## config.mk

```make
export PLATFORM = sky130hd
export DESIGN_NAME = multicycle_control_flat
export DESIGN_NICKNAME = d
export VERILOG_FILES = /design/src/rtl/multicycle_control_pkg.sv /design/src/rtl/multicycle_control_if.sv /design/src/rtl/multicycle_control_isa_decode.sv /design/src/rtl/multicycle_control.sv /design/src/flat_wrapper.sv
export SDC_FILE = /design/constraint.sdc
export NUM_CORES = 1
export LEC_CHECK = 0
export CORE_ASPECT_RATIO = 0.75
export CORE_MARGIN = 8
export CORE_UTILIZATION = 35
export DETAILED_ROUTE_END_ITERATION = 10
export GPL_TIMING_DRIVEN = 0
export PLACE_DENSITY = 0.61
export SETUP_SLACK_MARGIN = 0.2
export SLEW_MARGIN = 20
export SYNTH_ARGS = -nofsm -noshare
export SYNTH_HDL_FRONTEND = slang
export SYNTH_HIERARCHICAL = 1
export SYNTH_SLANG_ARGS = --single-unit
export TNS_END_PERCENT = 5
```

## constraint.sdc

```tcl
create_clock -name clk -period 1.7 [get_ports clk]
set_clock_uncertainty 0.05 [all_clocks]
set_input_delay 0.34 -clock clk [delete_from_list [all_inputs] [get_ports clk]]
set_output_delay 0.34 -clock clk [all_outputs]
set_load 0.01 [all_outputs]
```

## src/rtl/multicycle_control_pkg.sv

```systemverilog
// Shared constants for the multicycle controller: ISA codes, datapath select
// encodings, FSM states and trap causes.
package multicycle_control_pkg;

    localparam int unsigned INSTR_W = 16;
    localparam int unsigned WAIT_W  = 8;
    localparam int unsigned CODE_W  = 5;

    // {isa_op, funct}; JAL and BEQ are matched with funct forced to zero
    typedef enum logic [CODE_W-1:0] {
        ISA_ADD  = 5'b00_000,
        ISA_SUB  = 5'b00_001,
        ISA_AND  = 5'b00_011,
        ISA_OR   = 5'b00_100,
        ISA_SLT  = 5'b00_101,
        ISA_ADDI = 5'b01_000,
        ISA_LUI  = 5'b01_001,
        ISA_LOAD = 5'b01_010,
        ISA_STOR = 5'b01_011,
        ISA_JAL  = 5'b10_000,
        ISA_BEQ  = 5'b11_000
    } isa_t;

    typedef enum logic [2:0] {
        ALU_NOP = 3'd0,
        ALU_ADD = 3'd1,
        ALU_SUB = 3'd2,
        ALU_AND = 3'd3,
        ALU_OR  = 3'd4,
        ALU_GT  = 3'd5,
        ALU_ET  = 3'd6
    } alu_func_t;

    typedef enum logic [1:0] {
        DATA_NOP  = 2'd0,
        DATA_ALU  = 2'd1,
        DATA_WORD = 2'd2,
        DATA_PC   = 2'd3
    } data_s_t;

    typedef enum logic [0:0] {
        PC_INC = 1'b0,
        PC_ADD = 1'b1
    } pc_s_t;

    typedef enum logic [1:0] {
        OPERAND_NOP     = 2'd0,
        OPERAND_RY      = 2'd1,
        OPERAND_KK      = 2'd2,
        OPERAND_SHIFTED = 2'd3
    } operand_s_t;

    typedef enum logic [2:0] {
        ST_FETCH     = 3'd0,
        ST_DECODE    = 3'd1,
        ST_EXECUTE   = 3'd2,
        ST_MEMORY    = 3'd3,
        ST_WRITEBACK = 3'd4,
        ST_TRAP      = 3'd5
    } state_t;

    typedef enum logic [1:0] {
        TRAP_NONE    = 2'd0,
        TRAP_ILLEGAL = 2'd1,
        TRAP_TIMEOUT = 2'd2
    } trap_cause_t;

    // Normalise {isa_op, funct}: the jump and branch classes carry no funct
    function automatic isa_t isa_of(input logic [CODE_W-1:0] code);
        if (code[4]) begin
            return isa_t'({code[4:3], 3'b000});
        end
        return isa_t'(code);
    endfunction

endpackage

```

## src/rtl/multicycle_control_if.sv

```systemverilog
// Memory / datapath control bus between the multicycle controller and its datapath.
interface multicycle_control_if;
    import multicycle_control_pkg::*;

    logic [INSTR_W-1:0] instr;
    logic               mem_ready;
    logic               alu_flag;
    logic               mem_req;
    logic               mem_we;
    logic               addr_sel;
    logic               ir_load;
    logic               pc_write;
    pc_s_t              pc_sel;
    operand_s_t         operand_sel;
    alu_func_t          alu_func;
    data_s_t            data_sel;
    logic               reg_write;
    logic               retire;
    logic               trap;
    logic [1:0]         trap_cause;

    modport master (
        input  instr, mem_ready, alu_flag,
        output mem_req, mem_we, addr_sel, ir_load, pc_write, pc_sel,
               operand_sel, alu_func, data_sel, reg_write, retire, trap, trap_cause
    );

    modport slave (
        output instr, mem_ready, alu_flag,
        input  mem_req, mem_we, addr_sel, ir_load, pc_write, pc_sel,
               operand_sel, alu_func, data_sel, reg_write, retire, trap, trap_cause
    );

endinterface

```

## src/rtl/multicycle_control_isa_decode.sv

```systemverilog
// Combinational instruction decoder: IR opcode field -> ALU operand/function and legality.
module isa_decode
    import multicycle_control_pkg::*;
(
    input  logic [CODE_W-1:0] ir_code,
    output operand_s_t        operand_sel,
    output alu_func_t         alu_func,
    output logic              legal
);

    always_comb begin
        operand_sel = OPERAND_NOP;
        alu_func    = ALU_NOP;
        legal       = 1'b1;
        case (isa_of(ir_code))
            ISA_ADD:  begin operand_sel = OPERAND_RY; alu_func = ALU_ADD; end
            ISA_SUB:  begin operand_sel = OPERAND_RY; alu_func = ALU_SUB; end
            ISA_AND:  begin operand_sel = OPERAND_RY; alu_func = ALU_AND; end
            ISA_OR:   begin operand_sel = OPERAND_RY; alu_func = ALU_OR;  end
            ISA_SLT:  begin operand_sel = OPERAND_RY; alu_func = ALU_GT;  end
            ISA_ADDI,
            ISA_LOAD,
            ISA_STOR: begin operand_sel = OPERAND_KK; alu_func = ALU_ADD; end
            // LUI passes the shifted immediate straight through the ALU
            ISA_LUI:  operand_sel = OPERAND_SHIFTED;
            ISA_BEQ:  begin operand_sel = OPERAND_RY; alu_func = ALU_ET;  end
            ISA_JAL:  ;
            default:  legal = 1'b0;
        endcase
    end

endmodule

```

## src/rtl/multicycle_control.sv

```systemverilog
// Multicycle CPU control FSM: fetch/decode/execute/memory/writeback sequencing
// with a memory wait-timeout and an absorbing trap state.
module multicycle_control
    import multicycle_control_pkg::*;
#(
    parameter int unsigned MEM_TIMEOUT = 16
)
(
    input  logic                 clk,
    input  logic                 reset_n,
    multicycle_control_if.master bus
);

    state_t             state;
    state_t             state_next;
    trap_cause_t        cause_q;
    trap_cause_t        cause_next;
    logic [INSTR_W-1:0] ir;
    logic [WAIT_W-1:0]  wait_cnt;

    isa_t       cur_isa;
    operand_s_t dec_operand;
    alu_func_t  dec_alu;
    logic       dec_legal;
    logic       wait_expire;
    logic       unused_ir_operands;

    logic       mem_req_c;
    logic       mem_we_c;
    logic       addr_sel_c;
    logic       ir_load_c;
    logic       pc_write_c;
    pc_s_t      pc_sel_c;
    operand_s_t operand_sel_c;
    alu_func_t  alu_func_c;
    data_s_t    data_sel_c;
    logic       reg_write_c;
    logic       retire_c;
    logic       trap_c;

    isa_decode u_isa_decode (
        .ir_code     (ir[15:11]),
        .operand_sel (dec_operand),
        .alu_func    (dec_alu),
        .legal       (dec_legal)
    );

    assign cur_isa            = isa_of(ir[15:11]);
    assign unused_ir_operands = ^ir[10:0];

    // True when one more unanswered request cycle would reach the limit
    assign wait_expire = (({1'b0, wait_cnt} + 9'd1) == 9'(MEM_TIMEOUT));

    // State, IR, trap cause and wait counter
    always_ff @(posedge clk or negedge reset_n) begin
        if (!reset_n) begin
            state    <= ST_FETCH;
            cause_q  <= TRAP_NONE;
            ir       <= '0;
            wait_cnt <= '0;
        end else begin
            state   <= state_next;
            cause_q <= cause_next;
            if (ir_load_c) begin
                ir <= bus.instr;
            end
            // Idle and completed cycles clear it, so every FETCH/MEMORY entry starts at zero
            if (mem_req_c && !bus.mem_ready) begin
                wait_cnt <= wait_cnt + 8'd1;
            end else begin
                wait_cnt <= '0;
            end
        end
    end

    // Next state and Moore/mem_ready-qualified control outputs
    always_comb begin
        state_next    = state;
        cause_next    = cause_q;
        mem_req_c     = 1'b0;
        mem_we_c      = 1'b0;
        addr_sel_c    = 1'b0;
        ir_load_c     = 1'b0;
        pc_write_c    = 1'b0;
        pc_sel_c      = PC_INC;
        operand_sel_c = OPERAND_NOP;
        alu_func_c    = ALU_NOP;
        data_sel_c    = DATA_NOP;
        reg_write_c   = 1'b0;
        retire_c      = 1'b0;
        trap_c        = 1'b0;

        // Reset forces idle outputs immediately, without waiting for a clock edge
        if (reset_n) begin
            case (state)
                ST_FETCH: begin
                    mem_req_c = 1'b1;
                    if (bus.mem_ready) begin
                        ir_load_c  = 1'b1;
                        state_next = ST_DECODE;
                    end else if (wait_expire) begin
                        state_next = ST_TRAP;
                        cause_next = TRAP_TIMEOUT;
                    end
                end

                ST_DECODE: begin
                    if (dec_legal) begin
                        state_next = ST_EXECUTE;
                    end else begin
                        state_next = ST_TRAP;
                        cause_next = TRAP_ILLEGAL;
                    end
                end

                ST_EXECUTE: begin
                    operand_sel_c = dec_operand;
                    alu_func_c    = dec_alu;
                    case (cur_isa)
                        ISA_LOAD,
                        ISA_STOR: state_next = ST_MEMORY;
                        ISA_BEQ: begin
                            pc_write_c = 1'b1;
                            retire_c   = 1'b1;
                            pc_sel_c   = bus.alu_flag ? PC_ADD : PC_INC;
                            state_next = ST_FETCH;
                        end
                        default:  state_next = ST_WRITEBACK;
                    endcase
                end

                ST_MEMORY: begin
                    mem_req_c     = 1'b1;
                    addr_sel_c    = 1'b1;
                    mem_we_c      = (cur_isa == ISA_STOR);
                    operand_sel_c = dec_operand;
                    alu_func_c    = dec_alu;
                    if (bus.mem_ready) begin
                        if (cur_isa == ISA_LOAD) begin
                            reg_write_c = 1'b1;
                            data_sel_c  = DATA_WORD;
                        end
                        pc_write_c = 1'b1;
                        retire_c   = 1'b1;
                        state_next = ST_FETCH;
                    end else if (wait_expire) begin
                        state_next = ST_TRAP;
                        cause_next = TRAP_TIMEOUT;
                    end
                end

                ST_WRITEBACK: begin
                    reg_write_c = 1'b1;
                    pc_write_c  = 1'b1;
                    retire_c    = 1'b1;
                    state_next  = ST_FETCH;
                    if (cur_isa == ISA_JAL) begin
                        data_sel_c = DATA_PC;
                        pc_sel_c   = PC_ADD;
                    end else begin
                        data_sel_c = DATA_ALU;
                    end
                end

                ST_TRAP: begin
                    trap_c = 1'b1;
                end

                default: begin
                    state_next = ST_TRAP;
                end
            endcase
        end
    end

    assign bus.mem_req     = mem_req_c;
    assign bus.mem_we      = mem_we_c;
    assign bus.addr_sel    = addr_sel_c;
    assign bus.ir_load     = ir_load_c;
    assign bus.pc_write    = pc_write_c;
    assign bus.pc_sel      = pc_sel_c;
    assign bus.operand_sel = operand_sel_c;
    assign bus.alu_func    = alu_func_c;
    assign bus.data_sel    = data_sel_c;
    assign bus.reg_write   = reg_write_c;
    assign bus.retire      = retire_c;
    assign bus.trap        = trap_c;
    assign bus.trap_cause  = cause_q;

endmodule

```

## src/flat_wrapper.sv

```systemverilog
// flat-port wrapper written by rule: the top's interface ports become plain ports
module multicycle_control_flat import multicycle_control_pkg::*;
#(
    parameter int unsigned MEM_TIMEOUT = 16
)
  (clk, reset_n, bus_instr, bus_mem_ready, bus_alu_flag, bus_mem_req, bus_mem_we, bus_addr_sel, bus_ir_load, bus_pc_write, bus_pc_sel, bus_operand_sel, bus_alu_func, bus_data_sel, bus_reg_write, bus_retire, bus_trap, bus_trap_cause);
  multicycle_control_if bus_i ();
  input  logic clk;
  input  logic reset_n;
  input wire logic [$bits(bus_i.instr)-1:0] bus_instr;
  input wire logic [$bits(bus_i.mem_ready)-1:0] bus_mem_ready;
  input wire logic [$bits(bus_i.alu_flag)-1:0] bus_alu_flag;
  output wire logic [$bits(bus_i.mem_req)-1:0] bus_mem_req;
  output wire logic [$bits(bus_i.mem_we)-1:0] bus_mem_we;
  output wire logic [$bits(bus_i.addr_sel)-1:0] bus_addr_sel;
  output wire logic [$bits(bus_i.ir_load)-1:0] bus_ir_load;
  output wire logic [$bits(bus_i.pc_write)-1:0] bus_pc_write;
  output wire logic [$bits(bus_i.pc_sel)-1:0] bus_pc_sel;
  output wire logic [$bits(bus_i.operand_sel)-1:0] bus_operand_sel;
  output wire logic [$bits(bus_i.alu_func)-1:0] bus_alu_func;
  output wire logic [$bits(bus_i.data_sel)-1:0] bus_data_sel;
  output wire logic [$bits(bus_i.reg_write)-1:0] bus_reg_write;
  output wire logic [$bits(bus_i.retire)-1:0] bus_retire;
  output wire logic [$bits(bus_i.trap)-1:0] bus_trap;
  output wire logic [$bits(bus_i.trap_cause)-1:0] bus_trap_cause;
  assign bus_i.instr = bus_instr;
  assign bus_i.mem_ready = bus_mem_ready;
  assign bus_i.alu_flag = bus_alu_flag;
  assign bus_mem_req = bus_i.mem_req;
  assign bus_mem_we = bus_i.mem_we;
  assign bus_addr_sel = bus_i.addr_sel;
  assign bus_ir_load = bus_i.ir_load;
  assign bus_pc_write = bus_i.pc_write;
  assign bus_pc_sel = bus_i.pc_sel;
  assign bus_operand_sel = bus_i.operand_sel;
  assign bus_alu_func = bus_i.alu_func;
  assign bus_data_sel = bus_i.data_sel;
  assign bus_reg_write = bus_i.reg_write;
  assign bus_retire = bus_i.retire;
  assign bus_trap = bus_i.trap;
  assign bus_trap_cause = bus_i.trap_cause;
  multicycle_control #(.MEM_TIMEOUT(MEM_TIMEOUT)) u_core (.clk(clk), .reset_n(reset_n), .bus(bus_i));
endmodule
```

==> impl_results.md, run 1 <==
* Min-Delay Path Class: input pin to async pin
* Vias/cell at 5.03
* Reg-to-Reg End: u_core/state[2]
* Post-DP HPWL at 2400 um
* Max Root-Sink Buffers at 2
* Synth cell count leaders: 18 x dfrtp_1, 15 x nor2_1, 12 x and3_1, 7 x nand2_1, 7 x nand3_1
* Synth Register Bits at 18
* Root buf cell: clkbuf_8
* Worst setup path end: bus_retire
* Pint at 1.51 mW
* Die H at 68.3 um
* Initial antenna violation count at 0
* Worst-path fanout max at 6
* Min cycle time layout at 2.05 ns
* FMAX at 0.488 GHz
* Syn_area_per_cell at 9.20 um2
* CTS tree: yes
* Worst slew margin at 0.454
* Gp weighted congestion at 0.863
* Synthesized net count at 160
* Buffers on Ports at 26
* # nets final at 201
* RSZ-0062 raised after global routing: true
* Flop pwr share at 0.294
* Failing checks: setup timing
* Row cnt at 19
* Tcrit/Tclk final at 1.21
* Layout cell share with drive strength beyond 1 at 0.408
* Hold Violations, Final at 0
* Die area at 5860 um2
* Clock Latency Late Sink at 0.25 ns
* VDD IR max at 689 uV
* Switching part of the total at 0.412
* Post-synth top area share at 0.352
* # DRC at 0
* Area leader, netlist: dfrtp_1
* Total gr overflow at 0
* FF-to-FF Start: u_core/ir[14]
* Status: finished with violations
* Clock slew at reported path FFs at 0.07 ns
* R2R cell count at 7
* Logic pwr share at 0.572
* Worst setup margin at -0.349 ns
* CTS Buf Count at 3
* Yosys warns at 6
* Number of synthesized flops with an enable pin at 0
* Async set-reset flop share out of synthesis at 1.00
* H-Tree Level Count at 1
* Wire per inst at 14.8 um
* CTS sink cnt at 18
* ANT cells at 0
* Synth Flop Type: dfrtp_1
* Worst hold margin at 0.284 ns
* Vias in the first global route at 1225
* Number of DRC markers in iteration 0 at 97
* Ranking of synthesized cells by area: dfrtp_1 35%, and3_1 5.9%, mux2_2 4.4%
* Post-synthesis cell area at 1280 um2
* Die W at 85.8 um
* Crit path from: u_core/state[1]
* Cell Pwr Density at 1400 nW/um2
* Reg2reg setup slack at 0.02 ns
* I/O pin cnt at 38
* Max-Cap Viols at 0
* Slew of the pin with the lowest slew margin at 0.819 ns
* Netlist cell types at 45
* Crit end category: output port
* Total vias in the final route at 1162
* WP data arrival at 1.66 ns
* Cell with the most instances after synthesis: dfrtp_1
* Lkg Pwr at 0.849 nW
* Setup CP Type: flop to output port
* Power consumption at 2.57 mW
* Post-DRT Antenna Nets at 0
* Final setup viols at 16
* Final Max Tran Viols at 0
* Register area share after synthesis at 0.352
* Drt pass-1 iters at 4
* Clock power share at 0.134
* Gr usage total at 0.121
* WL final at 3420 um
* Sw Pwr at 1.06 mW
* First-pass GRT wire length at 5690 um
* Crit start category: flop
* P&R area growth vs syn at 43.0%
* Largest net degree at the start of global routing at 19
* Core Util, Final at 0.509
* Gate Count Post-Synth at 139
* WP data required at 1.31 ns
* Core ar. at 3590 um2
* Initial Utilization at 0.356
worst max-delay path, cell delays in order (launching register included):
cell and delay (ns):
dfrtp_1 0.40, buf_6 0.15, and2b_1 0.16, buf_6 0.13, a31oi_4 0.12, o21ai_1 0.07, and2_4 0.16, buf_6 0.10
buf_6 0.11
cell usage in the layout, fill, tap and decap left out, types with 2 or more instances in the layout:
| cell type | count |
|---|---|
| nor2_1 | 13 |
| buf_2 | 12 |
| dfrtp_1 | 12 |
| and3_1 | 11 |
| buf_6 | 9 |
| clkdlybuf4s50_1 | 7 |
| buf_4 | 7 |
| nand3_1 | 7 |
| nand2_1 | 6 |
| dfrtp_2 | 6 |
| nand2b_1 | 5 |
| mux2_2 | 5 |
| clkbuf_8 | 4 |
| xor2_1 | 4 |
| dlygate4sd2_1 | 3 |
| o21ai_1 | 3 |
| o21a_1 | 3 |
| a31oi_1 | 3 |
| inv_1 | 3 |
| a211oi_1 | 3 |
| o21ai_2 | 3 |
| a21oi_1 | 3 |
| clkdlybuf4s15_2 | 2 |
| and2b_1 | 2 |
| nor2_2 | 2 |
| xnor2_1 | 2 |
| nand3_2 | 2 |
| nor2b_1 | 2 |
worst min-delay path by stage:
stage	start	to	cells past startpoint
4_1_cts	u_core/wait_cnt[0]	u_core/wait_cnt[0]	1
6_report	reset_n	u_core/wait_cnt[2]	2
5_1_grt	reset_n	u_core/wait_cnt[2]	2
3_5_place_dp	u_core/wait_cnt[0]	u_core/wait_cnt[0]	1
2_1_floorplan	reset_n	u_core/bus.trap_cause[0]	0
3_3_place_gp	u_core/wait_cnt[0]	u_core/wait_cnt[0]	1
layout make-up:
cell class / count / area [um2]
Buffer: 7 / 68.8
Clock buffer: 4 / 55.1
Fill cell: 330 / 1760
Inverter: 4 / 15.0
Multi-Input combinational cell: 110 / 870
Sequential cell: 18 / 458
Tap cell: 52 / 65.1
Timing Repair Buffer: 36 / 297
repair_timing:
| action | 4_1_cts | 5_1_grt |
|---|---|---|
| gates resized for setup | 89 | 17 |
| cloned | 0 | 0 |
| hold endpoints to repair | 18 | 0 |
| endpoints found under the setup margin | 36 | 27 |
| hold buffers | 1 | 0 |
| buffers inserted | 9 | 0 |
| pin swaps | 7 | 4 |
registers in the layout (all words and copies together), names as in the netlist:
register / flops
u_core/bus.trap_cause: 2
u_core/ir: 5
u_core/state: 3
u_core/wait_cnt: 8
cells by family (layout without fill, tap and decap cells):
| family | count (synthesis) | in the layout | share of synthesized area |
|---|---|---|---|
| xor gates and xnor gates | 7 | 7 | 0.0479 |
| DFF | 18 | 18 | 0.352 |
| buffers and inverters | 11 | 51 | 0.0518 |
| and+or+nand+nor | 69 | 69 | 0.339 |
| muxes | 6 | 6 | 0.0519 |
| AOI/OAI and AO/OA | 26 | 26 | 0.139 |
| adders and majority gates | 2 | 2 | 0.0186 |
stage by stage:
stage / setup TNS (ns) / setup slack, ns / std cells / cell area (um2)
6_report: -3.16 / -0.349 / 231 / 1830
5_1_grt: -4.23 / -0.393 / 231 / 1830
4_1_cts: -3.45 / -0.394 / 231 / 1780
3_5_place_dp: -37.80 / -1.61 / 217 / 1610
3_3_place_gp: -36.11 / -1.57 / 217 / 1610
2_1_floorplan: 0 / 0.0687 / 139 / 1290
power by group through the flow:
stage | Sequential [mW] | Combinational (mW) | Clock [mW]
2_1_floorplan | 0.694 | 0.803 | 0
3_3_place_gp | 0.755 | 1.06 | 0
3_5_place_dp | 0.765 | 1.09 | 0
4_1_cts | 0.734 | 1.34 | 0.356
5_1_grt | 0.776 | 1.58 | 0.372
6_report | 0.755 | 1.47 | 0.344
layer usage:
layer / wire length (um) / track usage / vias up
met3: 163 / 0.0348 / 4
met2: 1630 / 0.204 / 30
met4: 43 / 0.0283 / 0
li1: - / - / 575
met5: 0 / 0 / -
met1: 1590 / 0.151 / 553
Note: power is estimated with default switching activity, not from simulation.
==> inputs of run 2 (changes only) <==
--- a/config.mk
+++ b/config.mk
@@ -17,4 +17,3 @@
 export SYNTH_HDL_FRONTEND = slang
 export SYNTH_HIERARCHICAL = 1
 export SYNTH_SLANG_ARGS = --single-unit
-export TNS_END_PERCENT = 5
==> run 2 against run 1 <==
Global-route usage grew 1.7 points. Combinational power is 61% higher. Critical path depth is the same. Worst setup slack improved by 0.0042 ns. First-iteration DRC count is 15% lower. Final cell count grew 13%. Clock power rose by 3%. The flow still finishes with violations (setup timing). Via count rose by 16%.
==> impl_results.md, run 2 (same netlist as run 1, synthesis figures left out) <==
* Most common cell after layout, fill and taps aside: buf_6
* Worst-path fanout max at 6
* Vias/cell at 5.13
* CTS sink cnt at 18
* FF-to-FF Start: u_core/state[1]
* Crit end category: output port
* WP data required at 1.31 ns
* Lkg Pwr at 1.04 nW
* P&R area growth vs syn at 82.3%
* H-Tree Level Count at 1
* Die H at 68.3 um
* I/O pin cnt at 38
* CTS Buf Count at 3
* Clock Latency Late Sink at 0.26 ns
* First-pass GRT wire length at 6370 um
* ANT cells at 0
* VDD IR max at 765 uV
* WP data arrival at 1.65 ns
* Worst setup margin at -0.345 ns
* Worst setup path end: bus_retire
* Row cnt at 19
* Largest net degree at the start of global routing at 19
* FMAX at 0.489 GHz
* Slew of the pin with the lowest slew margin at 0.851 ns
* CTS tree: yes
* Buffers on Ports at 26
* Drt pass-1 iters at 4
* Cell Pwr Density at 1480 nW/um2
* Reg2reg setup slack at -0.07 ns
* Die W at 85.8 um
* Gp weighted congestion at 0.887
* Initial antenna violation count at 0
* Final Max Tran Viols at 0
* RSZ-0062 raised after global routing: true
* Biggest register: u_core/wait_cnt
* WL final at 4560 um
* Max-Cap Viols at 0
* Min cycle time layout at 2.04 ns
* Most frequent cells in the layout: 28 x buf_6, 23 x buf_4, 12 x dfrtp_1
* Crit start category: flop
* Dpl ws at -1.61 ns
* Core Util, Final at 0.649
* Worst slew margin at 0.432
* Hold Violations, Final at 0
* Max reg flops at 8
* Min-Delay Path Class: input pin to async pin
* Core ar. at 3590 um2
* Gr usage total at 0.138
* Final setup viols at 23
* Die area at 5860 um2
* Status: finished with violations
* R2R cell count at 9
* Max Root-Sink Buffers at 2
* Power consumption at 3.45 mW
* # nets final at 232
* Total vias in the final route at 1343
* Number of DRC markers in iteration 0 at 82
* Initial Utilization at 0.356
* Tcrit/Tclk final at 1.20
* Root buf cell: clkbuf_8
* Total gr overflow at 0
* # DRC at 0
* Post-DP HPWL at 2310 um
* Reg-to-Reg End: u_core/ir[14]
* Wire per inst at 17.4 um
* Regs by FF count: u_core/wait_cnt (8), u_core/ir (5), u_core/state (3)
* Fill count at 265
* Failing checks: setup timing
* Layout cell share with drive strength beyond 1 at 0.624
* Crit path from: u_core/state[1]
* Clock slew at reported path FFs at 0.08 ns
* Setup CP Type: flop to output port
* Vias in the first global route at 1324
* Post-DRT Antenna Nets at 0
run 2: repair_timing:
action                                  4_1_cts  5_1_grt
gates resized for setup                     125       43
setup buffers                                28       12
hold buffers                                  1        0
endpoints found under the hold margin        18        0
endpoints found under the setup margin       36       34
pin swaps                                    21       14
run 2: routing by layer:
metal,up-vias,global-route usage,wire length [um]
met3,10,0.0360,145
met4,0,0.0652,116
met2,36,0.234,2380
li1,634,-,-
met1,663,0.161,1910
met5,-,0,0
run 2: cell type report:
type | count | area (um2) | share of cell area
multi-input combinational | 110 | 1060 | 0.453
buffer | 7 | 68.8 | 0.0295
timing repair buffer | 67 | 611 | 0.262
inverter | 4 | 17.5 | 0.00751
clock buffer | 4 | 55.1 | 0.0236
tap | 52 | 65.1 | 0.0279
sequential | 18 | 458 | 0.196
run 2: how the worst min path moves through the flow:
stage | slack (ns) | cells past startpoint | to
2_1_floorplan | -0.006 | 0 | u_core/bus.trap_cause[0]
3_3_place_gp | 0.42 | 1 | u_core/wait_cnt[0]
3_5_place_dp | 0.43 | 1 | u_core/wait_cnt[0]
4_1_cts | 0.46 | 4 | u_core/state[2]
5_1_grt | 0.37 | 2 | u_core/state[2]
6_report | 0.30 | 2 | u_core/state[2]
run 2: worst max-delay path, cell delays in order (launching register included):
cell and delay, ns:
dfrtp_1 0.40, buf_6 0.14, and2b_1 0.16, buf_6 0.13, a31oi_4 0.13, o21ai_2 0.07, and2_4 0.15, buf_6 0.11
buf_6 0.11
run 2: power by group:
group,switching (mW),internal [mW]
Combinational,1.07,1.29
Sequential,0.185,0.541
Clock,0.149,0.206
run 2: per-stage QoR:
stage                     instances  hold WS (ns)  area (um2)  TNS, ns
after floorplan                 139      -0.00559        1300        0
after global placement          217         0.417        1620   -36.68
after detailed placement        217         0.432        1620   -37.98
after CTS                       250         0.457        2040    -2.98
after global routing            262         0.368        2330    -5.55
final                           262         0.300        2330    -4.09
==> inputs of run 3 (changes only) <==
--- a/config.mk
+++ b/config.mk
@@ -5,6 +5,7 @@
 export SDC_FILE = /design/constraint.sdc
 export NUM_CORES = 1
 export LEC_CHECK = 0
+export ABC_AREA = 0
 export CORE_ASPECT_RATIO = 0.75
 export CORE_MARGIN = 8
 export CORE_UTILIZATION = 35
==> results of run 3 <==
Same layout as run 2: the final DEF is identical, and so are final timing and power.
